<file path="src/rtl/alu_seq.sv">
// alu_seq: clocked ALU with registered results and flags.
// MUL (shift-add, WIDTH cycles) and SHL by n>0 (one bit per cycle) run
// behind a start/busy/done handshake; all other ops finish at accept.
module alu_seq #(
    parameter int WIDTH = 16,
    parameter int SHW   = $clog2(WIDTH)
) (
    input  logic             clk,
    input  logic             rst,
    input  logic             start,
    input  logic [2:0]       op_sel,
    input  logic [WIDTH-1:0] Data_A,
    input  logic [WIDTH-1:0] Data_B,
    output logic             busy,
    output logic             done,
    output logic [WIDTH-1:0] ALU_out,
    output logic [WIDTH-1:0] ALU_hi,
    output logic             Zero,
    output logic             Carry,
    output logic             Negative,
    output logic             Overflow
);

    localparam int CNT_W = SHW + 1;

    typedef enum logic [2:0] {
        OP_ADD = 3'b000,
        OP_SUB = 3'b001,
        OP_INC = 3'b010,
        OP_XOR = 3'b011,
        OP_AND = 3'b100,
        OP_OR  = 3'b101,
        OP_SHL = 3'b110,
        OP_MUL = 3'b111
    } op_t;

    typedef enum logic {
        IDLE,
        RUN
    } state_t;

    state_t             state, state_nx;
    logic               is_mul;
    logic [CNT_W-1:0]   cnt;
    logic [WIDTH-1:0]   mcand;
    logic [2*WIDTH-1:0] prod;
    logic [WIDTH-1:0]   sh;

    logic               accept, multi, last;
    logic [SHW-1:0]     shamt;
    logic [WIDTH:0]     wide;
    logic [WIDTH-1:0]   res;
    logic               res_c, res_v;
    logic [WIDTH:0]     step_sum;
    logic [2*WIDTH-1:0] prod_nx;
    logic [WIDTH-1:0]   sh_nx;

    assign busy = (state == RUN);

    // Handshake decode and one multi-cycle step (shift-add / shift-left)
    always_comb begin
        shamt    = Data_B[SHW-1:0];
        accept   = (state == IDLE) && start;
        multi    = accept && ((op_t'(op_sel) == OP_MUL) ||
                              ((op_t'(op_sel) == OP_SHL) && (shamt != '0)));
        last     = (state == RUN) && (cnt == CNT_W'(1));
        // Multiplier sits in the low half of prod and is consumed LSB first
        step_sum = {1'b0, prod[2*WIDTH-1:WIDTH]} +
                   (prod[0] ? {1'b0, mcand} : '0);
        prod_nx  = {step_sum, prod[WIDTH-1:1]};
        sh_nx    = {sh[WIDTH-2:0], 1'b0};
    end

    // Single-cycle result and flags computed straight from the input ports
    always_comb begin
        wide  = '0;
        res   = '0;
        res_c = 1'b0;
        res_v = 1'b0;
        unique case (op_t'(op_sel))
            OP_ADD: begin
                wide  = {1'b0, Data_A} + {1'b0, Data_B};
                res   = wide[WIDTH-1:0];
                res_c = wide[WIDTH];
                res_v = (Data_A[WIDTH-1] == Data_B[WIDTH-1]) &&
                        (res[WIDTH-1] != Data_A[WIDTH-1]);
            end
            OP_SUB: begin
                wide  = {1'b0, Data_A} - {1'b0, Data_B};
                res   = wide[WIDTH-1:0];
                res_c = wide[WIDTH];
                res_v = (Data_A[WIDTH-1] != Data_B[WIDTH-1]) &&
                        (res[WIDTH-1] != Data_A[WIDTH-1]);
            end
            OP_INC: begin
                wide  = {1'b0, Data_A} + (WIDTH+1)'(1);
                res   = wide[WIDTH-1:0];
                res_c = wide[WIDTH];
                res_v = !Data_A[WIDTH-1] && res[WIDTH-1];
            end
            OP_XOR: res = Data_A ^ Data_B;
            OP_AND: res = Data_A & Data_B;
            OP_OR:  res = Data_A | Data_B;
            // Only reached as a single-cycle op when the shift amount is 0
            OP_SHL: res = Data_A;
            OP_MUL: res = '0;
            default: res = '0;
        endcase
    end

    // State register
    always_ff @(posedge clk) begin
        if (rst) state <= IDLE;
        else     state <= state_nx;
    end

    // Next-state logic
    always_comb begin
        state_nx = state;
        unique case (state)
            IDLE: if (multi) state_nx = RUN;
            RUN:  if (last)  state_nx = IDLE;
            default: state_nx = IDLE;
        endcase
    end

    // Operand capture, iteration datapath and registered results/flags
    always_ff @(posedge clk) begin
        if (rst) begin
            done     <= 1'b0;
            is_mul   <= 1'b0;
            cnt      <= '0;
            mcand    <= '0;
            prod     <= '0;
            sh       <= '0;
            ALU_out  <= '0;
            ALU_hi   <= '0;
            Zero     <= 1'b0;
            Carry    <= 1'b0;
            Negative <= 1'b0;
            Overflow <= 1'b0;
        end else begin
            done <= 1'b0;
            if (accept) begin
                if (multi) begin
                    is_mul <= (op_t'(op_sel) == OP_MUL);
                    mcand  <= Data_A;
                    prod   <= {{WIDTH{1'b0}}, Data_B};
                    sh     <= Data_A;
                    cnt    <= (op_t'(op_sel) == OP_MUL) ? CNT_W'(WIDTH)
                                                        : {1'b0, shamt};
                end else begin
                    done     <= 1'b1;
                    ALU_out  <= res;
                    ALU_hi   <= '0;
                    Zero     <= (res == '0);
                    Carry    <= res_c;
                    Negative <= res[WIDTH-1];
                    Overflow <= res_v;
                end
            end else if (state == RUN) begin
                cnt  <= cnt - CNT_W'(1);
                prod <= prod_nx;
                sh   <= sh_nx;
                // Final step: publish the just-computed value, not the stale register
                if (last) begin
                    done     <= 1'b1;
                    Overflow <= 1'b0;
                    if (is_mul) begin
                        ALU_out  <= prod_nx[WIDTH-1:0];
                        ALU_hi   <= prod_nx[2*WIDTH-1:WIDTH];
                        Zero     <= (prod_nx == '0);
                        Carry    <= |prod_nx[2*WIDTH-1:WIDTH];
                        Negative <= prod_nx[WIDTH-1];
                    end else begin
                        ALU_out  <= sh_nx;
                        ALU_hi   <= '0;
                        Zero     <= (sh_nx == '0);
                        Carry    <= sh[WIDTH-1];
                        Negative <= sh_nx[WIDTH-1];
                    end
                end
            end
        end
    end

endmodule

</file>
<file path="config.mk">
export PLATFORM = sky130hd
export DESIGN_NAME = alu_seq
export DESIGN_NICKNAME = d
export VERILOG_FILES = /design/src/rtl/alu_seq.sv
export SDC_FILE = /design/constraint.sdc
export NUM_CORES = 1
export LEC_CHECK = 0
export CAP_MARGIN = 40
export CELL_PAD_IN_SITES_DETAIL_PLACEMENT = 1
export CELL_PAD_IN_SITES_GLOBAL_PLACEMENT = 2
export CORE_MARGIN = 2
export CORE_UTILIZATION = 25
export DETAILED_ROUTE_END_ITERATION = 16
export GPL_TIMING_DRIVEN = 0
export PLACE_DENSITY = 0.71
export SYNTH_ARGS = -nofsm -noshare
export SYNTH_HDL_FRONTEND = slang
export SYNTH_SLANG_ARGS = --single-unit
</file>
<file path="constraint.sdc">
create_clock -name clk -period 3.5 [get_ports clk]
set_input_delay 0.7 -clock clk [delete_from_list [all_inputs] [get_ports clk]]
set_output_delay 0.7 -clock clk [all_outputs]
set_load 0.005 [all_outputs]
</file>
==> run_results.csv <==
group,metric,value,unit
clock_tree,clk_pin_slew_worst_paths,0.09,ns
clock_tree,cts_sinks,107,
timing,postLayoutSetupSlackWorst,-0.165,ns
timing,tightest_slew,0.880,ns
synth,synth_nets,1272,
critical_path,rr_endpoint,"Zero$_SDFFE_PP0P_",
global_routing,first_global_vias,9458,
timing,min_period,3.67,ns
clock_tree,htree_levels,3,
detailed_routing,dr.pass1.iters,5,
finish,fin_nets,1382,
critical_path,ff2ff_path_depth,13,
clock_tree,ctsHoldBuffers,0,
critical_path,crit_path_start_kind,"flop",
min_path,holdPathEnd,"ALU_out[14]$_SDFFE_PP0P_",
synth,async_reset_ff_frac,0,
finish,regArea,2150,um2
detailed_routing,routedWlPerCell,23.0,um
clock_tree,cts_tree,"done",
synth,netlist_instances,1163,
timing,rsz0062_at_grt,"true",
finish,n_fill_cell,4043,
synth,synth_warnings,0,
clock_tree,cts_max_path_buffers,2,
detailed_routing,drt_iter0_drc,601,
detailed_routing,drc,0,
timing,setup_violations,2,
critical_path,arrival,3.95,ns
detailed_routing,drt_wl_total,39700,um
synth,synth_edf_count,0,
min_path,min_path_cells,2,
critical_path,crit_path_max_incr_delay,0.54,ns
timing,fmax,273,MHz
floorplanning,die_w,189,um
floorplanning,die_area,35700,um2
critical_path,cpMostUsedCell,"a211o_1",
critical_path,crit_type,"flop to flop",
place,hpwl,30800,um
synth,yosysTopAreaCell,"dfxtp_1",
finish,multi_input_area,6320,um2
synth,synth_top_cell_area_share,0.250,
critical_path,cp-end-kind,"flop",
clock_tree,root_buffer,"clkbuf_16",
synth,synth.yosys.seq_area_share,0.250,
global_routing,grt_max_degree,20,
global_routing,grtUsageTotal,0.217,
synth,ys_ff_latch,107,
floorplanning,row_count,67,
place,io_buffers,74,
critical_path,slowest_stage,"or4_4",
global_routing,grt_overflow,0,
critical_path,worstReg2RegStart,"prod[0]$_SDFFE_PP0P_",
detailed_routing,antenna_left,0,
timing,drv_slew,0,
timing,finalClockSkew,0.0166,ns
clock_tree,numCtsBuffers,9,
timing,relSlewSlack,0.411,
outcome,status,"finished, violations left",
synth,syn-cell-area,8560,um2
critical_path,required,3.78,ns
finish,stdcell_count,1726,
pwr,power_leakage,4.30,nW
synth,synth_area_per_cell,7.36,um2
min_path,hold_path_class,"flop to flop",
critical_path,critical-path-top-delay-family,"compound AO/OA/AOI/OAI gates",
place,dp_cells,1688,
synth,synth_cell_types,80,
timing,finalCritPeriodShare,1.05,
floorplanning,ios,76,
timing,hold_viol_final,0,
detailed_routing,vias,9381,
synth,synth_flop_cell,"dfxtp_1",
pwr,ir_drop,0.000244,V
finish,num_antenna_cells,0,
global_routing,grt_pass1_wl,59100,um
detailed_routing,via_per_inst,5.44,
floorplanning,core-area,33600,um2
global_routing,antenna_found_initial,1,
synth,yosysMostFrequentCell,"nand2_1",
pwr,finalPower,0.00353,W
clock_tree,insertion_delay,0.38,ns
pwr,pwr_density_cell,325,nW/um2
outcome,violations,"negative setup slack",
critical_path,crit_path_max_fanout,3,
min_path,min_from,"ALU_out[14]$_SDFFE_PP0P_",
run,maxCapViolations,0,
synth,ys_top_cells_by_count,"165 x nand2_1, 138 x nor2_1, 107 x dfxtp_1",
finish,syn_to_final_growth,26.9,%
place,gp_congestion,0.896,
finish,drive_gt1_frac,0.138,
floorplanning,die_h,189,um
critical_path,critPathBufInv,2,
critical_path,reg2reg_slack,-0.17,ns
synth,synth.area.top_cells,"dfxtp_1 25%, ha_1 9.9%, nand2_1 7.2%",
critical_path,crit_chain,"buf_8, and2_4, ha_4, buf_6, a211o_1, a2111o_1, a31o_1, or3_4, a211o_1, or4_4, nor3_4, o21ai_2, o41ai_2",
floorplanning,start_util,0.255,
==> tightest hold or removal path: stages (launching register included) <==
cell,delay [ns]
dfxtp_1,0.31
nand2_1,0.05
a21oi_1,0.05
==> where the power goes <==
group          total, W  internal (W)  leakage [nW]  switching (W)
clock network   0.00104      0.000496         0.131       0.000541
logic           0.00115      0.000424          3.30       0.000721
registers       0.00135       0.00128         0.872      0.0000684
total           0.00353       0.00220          4.30        0.00133
==> how the worst max path moves through the flow <==
stage / from / end / slack, ns / cells past startpoint
floorplan: Data_A[4] / Zero$_SDFFE_PP0P_ / 0.05 / 12
global placement: Data_A[4] / Zero$_SDFFE_PP0P_ / -1.84 / 13
detailed placement: Data_A[4] / Zero$_SDFFE_PP0P_ / -1.93 / 13
CTS: prod[0]$_SDFFE_PP0P_ / Zero$_SDFFE_PP0P_ / -0.23 / 13
global route: Data_B[7] / Zero$_SDFFE_PP0P_ / -0.24 / 12
finish: prod[0]$_SDFFE_PP0P_ / Zero$_SDFFE_PP0P_ / -0.17 / 13
==> sequential cells by signal (all words and copies together), names as in the netlist <==
name / count
cnt: 5
busy: 1
sh: 16
ALU_out: 16
prod: 32
done: 1
is_mul: 1
Carry: 1
Overflow: 1
ALU_hi: 16
Zero: 1
mcand: 16
==> placed cells by master (no fill, tap or decap), types with 23 or more instances in the layout <==
cell / synthesis / routed
o21ai_0: 29 / 25
xnor2_1: 25 / 23
clkbuf_1: 60 / 43
inv_1: 56 / 54
clkdlybuf4s50_1: 0 / 53
ha_1: 68 / 58
a311oi_1: 35 / 35
nor2_1: 138 / 135
a21oi_1: 90 / 81
nand2_1: 165 / 163
buf_4: 1 / 28
dfxtp_1: 107 / 106
==> kinds of logic (layout without fill, tap and decap cells) <==
group	Yosys count	after routing	synth area share
fa+ha+maj	71	71	0.106
xor+xnor	29	29	0.0297
flops	107	107	0.250
compound gates	337	337	0.277
buf+inv	136	251	0.0613
mux	23	23	0.0272
simple gates	460	460	0.249
==> metrics by stage <==
step                      setup WS (ns)  hold slack (ns)  utilization  instance area, um2  TNS, ns
after detailed placement          -1.93            0.448        0.294                9870   -26.06
final                            -0.165            0.455        0.323               10900   -0.282
after global routing             -0.240            0.489        0.323               10900   -0.450
after global placement            -1.84            0.442        0.293                9860   -26.60
after CTS                        -0.226            0.456        0.314               10600   -0.512
after floorplan                  0.0529            0.432            -                8560        0
==> per-layer routing <==
layer	up-vias	global-route usage	share of wire	wire (um)
met5	-	0	0	0
met1	4687	0.307	0.48	19100
li1	4413	-	-	-
met4	0	0.0682	0.028	1100
met3	49	0.0230	0.037	1460
met2	232	0.346	0.45	18000
==> final cells by class <==
cell class | instances | area share
Inverter | 56 | 0.0197
Tap cell | 448 | 0.0516
Multi-Input combinational cell | 920 | 0.582
Timing Repair Buffer | 103 | 0.0863
Clock buffer | 9 | 0.0207
Sequential cell | 107 | 0.198
Buffer | 76 | 0.0368
Clock inverter | 7 | 0.00553
==> repair_timing <==
item | 4_1_cts | 5_1_grt
pin swaps | 23 | 27
setup buffers | 15 | 11
setup endpoints to repair | 19 | 21
resized for setup | 105 | 88
No activity file was read; power rests on OpenSTA's default activity.
